--- src/rtl/alu_result_buffer_if.sv ---
// Bundle between the ALU result stage, the result buffer and its consumer.
// The slave modport is the buffer; the master modport is the ALU/consumer side.
interface alu_result_buffer_if #(
  parameter int DATA_W = 16,
  parameter int DEPTH  = 4,
  parameter int CNT_W  = 8
);
  localparam int LVL_W = $clog2(DEPTH) + 1;

  logic              in_valid;
  logic [DATA_W-1:0] in_result;
  logic              out_valid;
  logic [DATA_W-1:0] out_data;
  logic              out_ready;
  logic [LVL_W-1:0]  level;
  logic              overflow;
  logic [CNT_W-1:0]  drop_count;
  logic              clr_status;

  modport slave (
    input  in_valid, in_result, out_ready, clr_status,
    output out_valid, out_data, level, overflow, drop_count
  );

  modport master (
    output in_valid, in_result, out_ready, clr_status,
    input  out_valid, out_data, level, overflow, drop_count
  );
endinterface

--- src/rtl/alu_result_buffer.sv ---
// Show-ahead FIFO behind the ALU result stage; drops words when full and not
// popping, recording them in a sticky overflow flag and a saturating counter.
module alu_result_buffer #(
  parameter int DATA_W = 16,
  parameter int DEPTH  = 4,
  parameter int CNT_W  = 8
) (
  input  logic                clk,
  input  logic                rst_n,
  alu_result_buffer_if.slave  bus
);
  localparam int PTR_W = $clog2(DEPTH);
  localparam int LVL_W = PTR_W + 1;
  localparam logic [LVL_W-1:0] FULL_LVL = LVL_W'(DEPTH);

  logic [DATA_W-1:0] r_mem [DEPTH];
  logic [PTR_W-1:0]  r_wr_ptr;
  logic [PTR_W-1:0]  r_rd_ptr;
  logic [LVL_W-1:0]  r_level;
  logic              r_overflow;
  logic [CNT_W-1:0]  r_drop_count;

  logic w_full;
  logic w_out_valid;
  logic w_pop;
  logic w_push;
  logic w_drop;

  // Handshake: a word moves when out_valid & out_ready are both high at a
  // rising edge; out_valid/out_data hold steady while out_ready is low.
  // The input side has no ready: in_valid words are taken or dropped.
  assign w_full      = (r_level == FULL_LVL);
  assign w_out_valid = (r_level != '0);
  assign w_pop       = w_out_valid & bus.out_ready;
  assign w_push      = bus.in_valid & (~w_full | w_pop);
  assign w_drop      = bus.in_valid & ~w_push;

  always_ff @(posedge clk) begin
    if (w_push) begin
      r_mem[r_wr_ptr] <= bus.in_result;
    end
  end

  always_ff @(posedge clk or negedge rst_n) begin
    if (!rst_n) begin
      r_wr_ptr <= '0;
      r_rd_ptr <= '0;
      r_level  <= '0;
    end else begin
      if (w_push) r_wr_ptr <= r_wr_ptr + 1'b1;
      if (w_pop)  r_rd_ptr <= r_rd_ptr + 1'b1;
      case ({w_push, w_pop})
        2'b10:   r_level <= r_level + 1'b1;
        2'b01:   r_level <= r_level - 1'b1;
        default: r_level <= r_level;
      endcase
    end
  end

  // A drop in the same cycle as a clear wins: the count restarts at one.
  always_ff @(posedge clk or negedge rst_n) begin
    if (!rst_n) begin
      r_overflow   <= 1'b0;
      r_drop_count <= '0;
    end else if (w_drop) begin
      r_overflow <= 1'b1;
      if (bus.clr_status) begin
        r_drop_count <= CNT_W'(1);
      end else if (!(&r_drop_count)) begin
        r_drop_count <= r_drop_count + 1'b1;
      end
    end else if (bus.clr_status) begin
      r_overflow   <= 1'b0;
      r_drop_count <= '0;
    end
  end

  assign bus.out_valid  = w_out_valid;
  assign bus.out_data   = w_out_valid ? r_mem[r_rd_ptr] : DATA_W'(0);
  assign bus.level      = r_level;
  assign bus.overflow   = r_overflow;
  assign bus.drop_count = r_drop_count;
endmodule

--- src/flat_wrapper.sv ---
// flat-port wrapper written by rule: the top's interface ports become plain ports
module alu_result_buffer_flat 
#(
  parameter int DATA_W = 16,
  parameter int DEPTH  = 4,
  parameter int CNT_W  = 8
)
  (clk, rst_n, bus_in_valid, bus_in_result, bus_out_ready, bus_clr_status, bus_out_valid, bus_out_data, bus_level, bus_overflow, bus_drop_count);
  alu_result_buffer_if #(.DATA_W(DATA_W), .DEPTH(DEPTH), .CNT_W(CNT_W)) bus_i ();
  input  logic clk;
  input  logic rst_n;
  input wire logic [$bits(bus_i.in_valid)-1:0] bus_in_valid;
  input wire logic [$bits(bus_i.in_result)-1:0] bus_in_result;
  input wire logic [$bits(bus_i.out_ready)-1:0] bus_out_ready;
  input wire logic [$bits(bus_i.clr_status)-1:0] bus_clr_status;
  output wire logic [$bits(bus_i.out_valid)-1:0] bus_out_valid;
  output wire logic [$bits(bus_i.out_data)-1:0] bus_out_data;
  output wire logic [$bits(bus_i.level)-1:0] bus_level;
  output wire logic [$bits(bus_i.overflow)-1:0] bus_overflow;
  output wire logic [$bits(bus_i.drop_count)-1:0] bus_drop_count;
  assign bus_i.in_valid = bus_in_valid;
  assign bus_i.in_result = bus_in_result;
  assign bus_i.out_ready = bus_out_ready;
  assign bus_i.clr_status = bus_clr_status;
  assign bus_out_valid = bus_i.out_valid;
  assign bus_out_data = bus_i.out_data;
  assign bus_level = bus_i.level;
  assign bus_overflow = bus_i.overflow;
  assign bus_drop_count = bus_i.drop_count;
  alu_result_buffer #(.DATA_W(DATA_W), .DEPTH(DEPTH), .CNT_W(CNT_W)) u_core (.clk(clk), .rst_n(rst_n), .bus(bus_i));
endmodule
--- config.mk ---
export PLATFORM = sky130hd
export DESIGN_NAME = alu_result_buffer_flat
export DESIGN_NICKNAME = d
export VERILOG_FILES = /design/src/rtl/alu_result_buffer_if.sv /design/src/rtl/alu_result_buffer.sv /design/src/flat_wrapper.sv
export SDC_FILE = /design/constraint.sdc
export NUM_CORES = 1
export LEC_CHECK = 0
export ABC_AREA = 0
export CORE_MARGIN = 8
export CORE_UTILIZATION = 50
export CTS_CLUSTER_SIZE = 12
export DETAILED_ROUTE_END_ITERATION = 7
export GPL_TIMING_DRIVEN = 0
export MAX_ROUTING_LAYER = met4
export PLACE_DENSITY = 0.74
export REMOVE_ABC_BUFFERS = 1
export SETUP_SLACK_MARGIN = 0.3
export SLEW_MARGIN = 20
export SYNTH_ARGS = -nofsm -noshare
export SYNTH_HDL_FRONTEND = slang
export SYNTH_SLANG_ARGS = --single-unit
--- constraint.sdc ---
create_clock -name clk -period 4.2 [get_ports clk]
set_clock_uncertainty 0.05 [all_clocks]
set_input_delay 1.26 -clock clk [delete_from_list [all_inputs] [get_ports clk]]
set_output_delay 1.26 -clock clk [all_outputs]
set_load 0.1 [all_outputs]
==> results of run 1 <==
what timing repair did:
action                                 4_1_cts  5_1_grt
endpoints found under the hold margin        0        0
resized for setup                           20       30
cloned                                       0        0
hold buffers                                 0        0
setup buffers                                0        0
setup endpoints to repair                   17       15
critical path: stages (launching register included):
cell and delay [ps]:
dfrtp_1 540, or3_1 550, dlygate4sd2_1 930
kinds of logic (layout without fill, tap and decap cells):
group	after synthesis	in the layout
DFF	80	80
and+or+nand+nor	53	53
AOI/OAI and AO/OA	29	29
buffers and inverters	20	72
muxes	18	18
adders and majority gates	6	6
xor gates and xnor gates	6	6
registers in the layout, indices dropped and copies added (netlist names):
signal,count
u_core.bus.level,3
u_core.r_mem,64
u_core.r_rd_ptr,2
u_core.bus.overflow,1
u_core.r_wr_ptr,2
u_core.bus.drop_count,8
routing by layer:
metal / part of all wire (%) / vias up
met1: 44 / 970
li1: - / 907
met2: 51 / 46
met3: 3.2 / 13
met5: 0 / -
met4: 1.9 / 0
final cells by class:
class,instances,area [um2]
clock buffer,11,131
clock inverter,5,57.6
fill,502,2660
inverter,7,26.3
multi-input combinational,112,1010
sequential,80,2320
tap,80,100
timing repair buffer,49,415
cell usage in the layout, fill, tap and decap left out, drive strengths merged, types with 2 or more instances in the layout:
master	n
o21ai	7
clkbuf	26
edfxtp	64
and3	5
inv	7
nand2	5
mux4	16
a21oi	7
a31oi	3
o211ai	2
nor3	3
nor2	6
xor2	3
ha	5
a211oi	4
and2	19
xnor2	3
dfrtp	16
nand3b	2
clkinv	4
nand4	2
clkdlybuf4s50	32
nor4b	2
nand3	2
through the flow:
stage,std cells,instance area [um2],hold WS (ps)
5_1_grt,344,4060,517
3_3_place_gp,328,3950,468
3_5_place_dp,328,3950,476
6_report,344,4060,488
4_1_cts,344,4120,488
2_1_floorplan,199,3360,530
synthesized netlist by cell type, types with 2 or more instances:
cell	instances	area, um2
buf_2	4	20.0
nand3_1	2	10.0
nor3_1	3	15.0
nand4_1	2	12.5
nand2_1	5	18.8
edfxtp_1	64	1920
a211oi_1	4	30.0
buf_1	2	7.51
o211ai_1	2	15.0
mux4_2	16	360
o21ai_0	7	35.0
nor2_1	6	22.5
inv_1	7	26.3
and3_1	5	31.3
xor2_1	3	26.3
clkbuf_1	6	22.5
a31oi_1	3	18.8
a21oi_1	7	35.0
nand3b_1	2	15.0
nor4b_1	2	17.5
dfrtp_1	16	400
and2_1	19	119
xnor2_1	3	26.3
ha_1	5	62.6
path summary, 6_finish.rpt:
path                                     startpoint                  end  slack, ps  cells past startpoint
worst max-delay path            u_core.bus.level[2]        bus_out_valid        520                      2
worst min register to register  u_core.bus.overflow  u_core.bus.overflow        490                      2
worst max register to register  u_core.bus.level[2]  u_core.bus.level[1]       1440                      8
min in group asynchronous                     rst_n  u_core.bus.overflow       1310                      1
max in group asynchronous                     rst_n   u_core.r_rd_ptr[0]       2280                      1
worst min-delay path            u_core.bus.overflow  u_core.bus.overflow        490                      2
==> impl_metrics.env, run 1 <==
export IMPL_ys_types=41
export IMPL_synth_xor_area_share_pct=1.54
export IMPL_cap_violations=0
export IMPL_tritoncts="yes"
export IMPL_fin_crit_sh_pct=87.6
export IMPL_setup_tns_final_ps=0
export IMPL_utilization_pct=60.5
export IMPL_synth_warnings=0
export IMPL_synth_ff_type="edfxtp_1"
export IMPL_hpwl_mm=4.14
export IMPL_overflow=0
export IMPL_cp_required_ps=2890
export IMPL_cts_root_buffer="clkbuf_8"
export IMPL_clock_sinks=80
export IMPL_grt_busiest_layer="met2"
export IMPL_drv_slew=0
export IMPL_worst_slew_pin_slew_ps=1000
export IMPL_core_area_mm2=0.00672
export IMPL_synth_edf_count=64
export IMPL_synth_top_family_by_area="multiplexers"
export IMPL_post_drt_wl_per_cell_um=18.3
export IMPL_crit_path_max_fanout=19
export IMPL_syn_area_per_cell_um2=16.1
export IMPL_synth_compound_area_share_pct=5.23
export IMPL_critical_path_arrival_ps=2370
export IMPL_drive_gt1_share_pct=18.6
export IMPL_vias=1936
export IMPL_crit_path_end_kind="output port"
export IMPL_start_util_pct=50.9
export IMPL_antenna_found_initial=0
export IMPL_use_met2_pct=23.1
export IMPL_use_met3_pct=3.45
export IMPL_synthToLayoutAreaGrowth_pct=18.8
export IMPL_ys_seq_elements=80
export IMPL_cts_made_buffers=9
export IMPL_timing_fmax_mhz=272
export IMPL_cts_path_max_buffers=2
export IMPL_io_buffers=49
export IMPL_cp_start_kind="flip-flop"
export IMPL_wirelength_mm=6.30
export IMPL_syn_area_mm2=0.00342
export IMPL_yosysSeqAreaShare_pct=67.9
export IMPL_clk_latency_ps=340
export IMPL_synthAdderAreaFrac_pct=2.41
export IMPL_outcome="finished clean"
export IMPL_dieWidth_um=98.7
export IMPL_synthMuxAreaShare_pct=11.2
export IMPL_drt_iter0_drc=76
export IMPL_hold_violations=0
export IMPL_hold_class="flip-flop to flip-flop"
export IMPL_ioPinCount=50
export IMPL_fp_dieArea_mm2=0.00974
export IMPL_path_clk_slew_ps=80
export IMPL_antenna_left=0
export IMPL_pre_cts_slack_ps=-3.87
export IMPL_drc=0
export IMPL_drt_pass1_iter_count=4
export IMPL_rows=30
export IMPL_fin_crit_ps=3680
export IMPL_final_nets=286
export IMPL_grt_setup_unrepaired="no"
export IMPL_die_y_um=98.7
export IMPL_finalWorstSetupSlack_ps=522
export IMPL_postSynthCellCount=212
export IMPL_synthArstFlopShare_pct=20.0
export IMPL_globalRouteMet1Util_pct=15.6
export IMPL_yosys_area_share_simple_pct=9.18
export IMPL_grt_pass1_wl_mm=10.2
export IMPL_vias_per_cell=5.63
export IMPL_diodes=0
export IMPL_finalWeightedCongestion=0.788
export IMPL_maxSlewHeadroom_pct=33.1
export IMPL_track_usage_pct=14.0
export IMPL_grt_max_degree=21
export IMPL_grt_pass1_vias=2010
export IMPL_h_tree_depth=3
export IMPL_critPathKind="flip-flop to output port"
export IMPL_finalSetupViolCount=0
Power of run 1 is left out: the tool's default activity adds up to more than one toggle a clock period on the data nets, which glitch-free logic cannot reach.
==> run 2: changes to the inputs <==
Settings changed: GPL_ROUTABILITY_DRIVEN from default to 0.
==> results of run 2 <==
Final layout, timing and power as in run 1 (identical DEF).
Power of run 2 is left out for the same reason.
==> run 3: changes to the inputs <==
Settings changed: CORE_MARGIN 8 to 2, PLACE_DENSITY 0.74 to 0.71.
==> impl_metrics.env, run 3 (synthesis gave the netlist of run 1 again) <==
export IMPL_crit_path_end_kind="output port"
export IMPL_cts_path_max_buffers=2
export IMPL_grt_setup_unrepaired="no"
export IMPL_crit_path_max_fanout=19
export IMPL_vias=1923
export IMPL_layout_commonest_cell="edfxtp_1"
export IMPL_crit_path_max_incr_delay_ps=930
export IMPL_outcome="finished clean"
export IMPL_path_clk_slew_ps=80
export IMPL_holdWs_ps=488
export IMPL_ff_latch_area_mm2=0.00232
export IMPL_critPathTopFamily="buffers and inverters"
export IMPL_timing_fmax_mhz=271
export IMPL_worst_slew_pin_slew_ps=973
export IMPL_ff2ff_path_depth=8
export IMPL_critical_path_arrival_ps=2380
export IMPL_multi_input_area_mm2=0.00101
export IMPL_tritoncts="yes"
export IMPL_overflow=0
export IMPL_cp_start_kind="flip-flop"
export IMPL_grt_pass1_wl_mm=9.38
export IMPL_dieWidth_um=86.7
export IMPL_hold_violations=0
export IMPL_worstReg2RegStart="u_core.bus.level[2]"
export IMPL_hpwl_mm=3.63
export IMPL_cts_resized=30
export IMPL_drt_pass1_iter_count=4
export IMPL_h_tree_depth=3
export IMPL_wirelength_mm=5.87
export IMPL_maxSlewHeadroom_pct=34.9
export IMPL_worstHoldStart="u_core.bus.overflow"
export IMPL_grt_max_degree=21
export IMPL_largest_reg_flops=64
export IMPL_top_register="u_core.r_mem"
export IMPL_cap_violations=0
export IMPL_cts_hold_buf=0
export IMPL_antenna_left=0
export IMPL_crit_slowest_cell="dlygate4sd2_1"
export IMPL_antenna_found_initial=0
export IMPL_setup_tns_final_ps=0
export IMPL_drc=0
export IMPL_fillCellCount=501
export IMPL_track_usage_pct=17.7
export IMPL_cp_buffers_inverters=1
export IMPL_core_area_mm2=0.00672
export IMPL_fin_crit_ps=3690
export IMPL_ioPinCount=50
export IMPL_post_drt_wl_per_cell_um=17.0
export IMPL_r2r_setup_slack_ps=1410
export IMPL_min_to="u_core.bus.overflow"
export IMPL_drv_slew=0
export IMPL_fin_crit_sh_pct=87.9
export IMPL_clk_latency_ps=340
export IMPL_utilization_pct=61.8
export IMPL_critPathKind="flip-flop to output port"
export IMPL_die_y_um=86.7
export IMPL_crit_chain="or3_1, dlygate4sd2_1"
export IMPL_cts_setup_buffers=0
export IMPL_cp_required_ps=2890
export IMPL_vias_per_cell=5.59
export IMPL_final_nets=286
export IMPL_start_util_pct=50.9
export IMPL_synthToLayoutAreaGrowth_pct=21.3
export IMPL_cts_made_buffers=9
export IMPL_diodes=0
export IMPL_clock_sinks=80
export IMPL_final_cell_mix="edfxtp_1 (64), clkdlybuf4s50_1 (32), and2_1 (19)"
export IMPL_rows=30
export IMPL_grt_pass1_vias=1843
export IMPL_io_buffers=49
export IMPL_cts_root_buffer="clkbuf_8"
export IMPL_drt_iter0_drc=146
export IMPL_finalSetupViolCount=0
export IMPL_setup_worst_path_start="u_core.bus.level[2]"
export IMPL_r2r_end="u_core.bus.level[1]"
export IMPL_drive_gt1_share_pct=18.9
export IMPL_whs_path_depth=2
export IMPL_fp_dieArea_mm2=0.00752
export IMPL_hold_class="flip-flop to flip-flop"
[run 3: how the worst max path moves through the flow]
stage,slack [ps],cells after the start,endpoint
6_report,510,2,bus_out_valid
5_1_grt,370,2,bus_out_valid
4_1_cts,270,3,bus_out_data[7]
3_5_place_dp,4,3,bus_out_data[7]
3_3_place_gp,20,3,bus_out_data[7]
2_1_floorplan,-20,2,bus_out_data[0]
[run 3: final cells by class]
type                       instances  share of cell area [%]
clock inverter                     6                    2.77
multi-input combinational        112                    24.3
timing repair buffer              49                    10.8
inverter                           7                   0.633
tap                               80                    2.41
clock buffer                      10                    3.08
sequential                        80                    56.0
[run 3: worst reg2reg max path: cells and delay by family, from the launching register on]
kind / cells / cell delay [ps]
and+or+nand+nor: 3 / 1050
adders and majority gates: 1 / 450
AOI/OAI and AO/OA: 4 / 620
DFF: 1 / 540
[run 3: stage by stage]
| step | cell area [um2] | instances | worst slack, ps |
|---|---|---|---|
| CTS | 4190 | 344 | 272 |
| floorplan | 3360 | 199 | -20.3 |
| global route | 4150 | 344 | 372 |
| global placement | 3950 | 328 | 16.8 |
| detailed placement | 3950 | 328 | 4.41 |
| finish | 4150 | 344 | 508 |
[run 3: routing by layer]
layer | routed length [um] | track usage (%) | up-vias | part of all wire, %
li1 | - | - | 905 | -
met3 | 200 | 4.19 | 7 | 3.4
met4 | 89 | 8.52 | 0 | 1.5
met5 | 0 | - | - | 0
met2 | 2920 | 26.6 | 36 | 50
met1 | 2650 | 23.0 | 975 | 45
Power of run 3 is left out for the same reason.
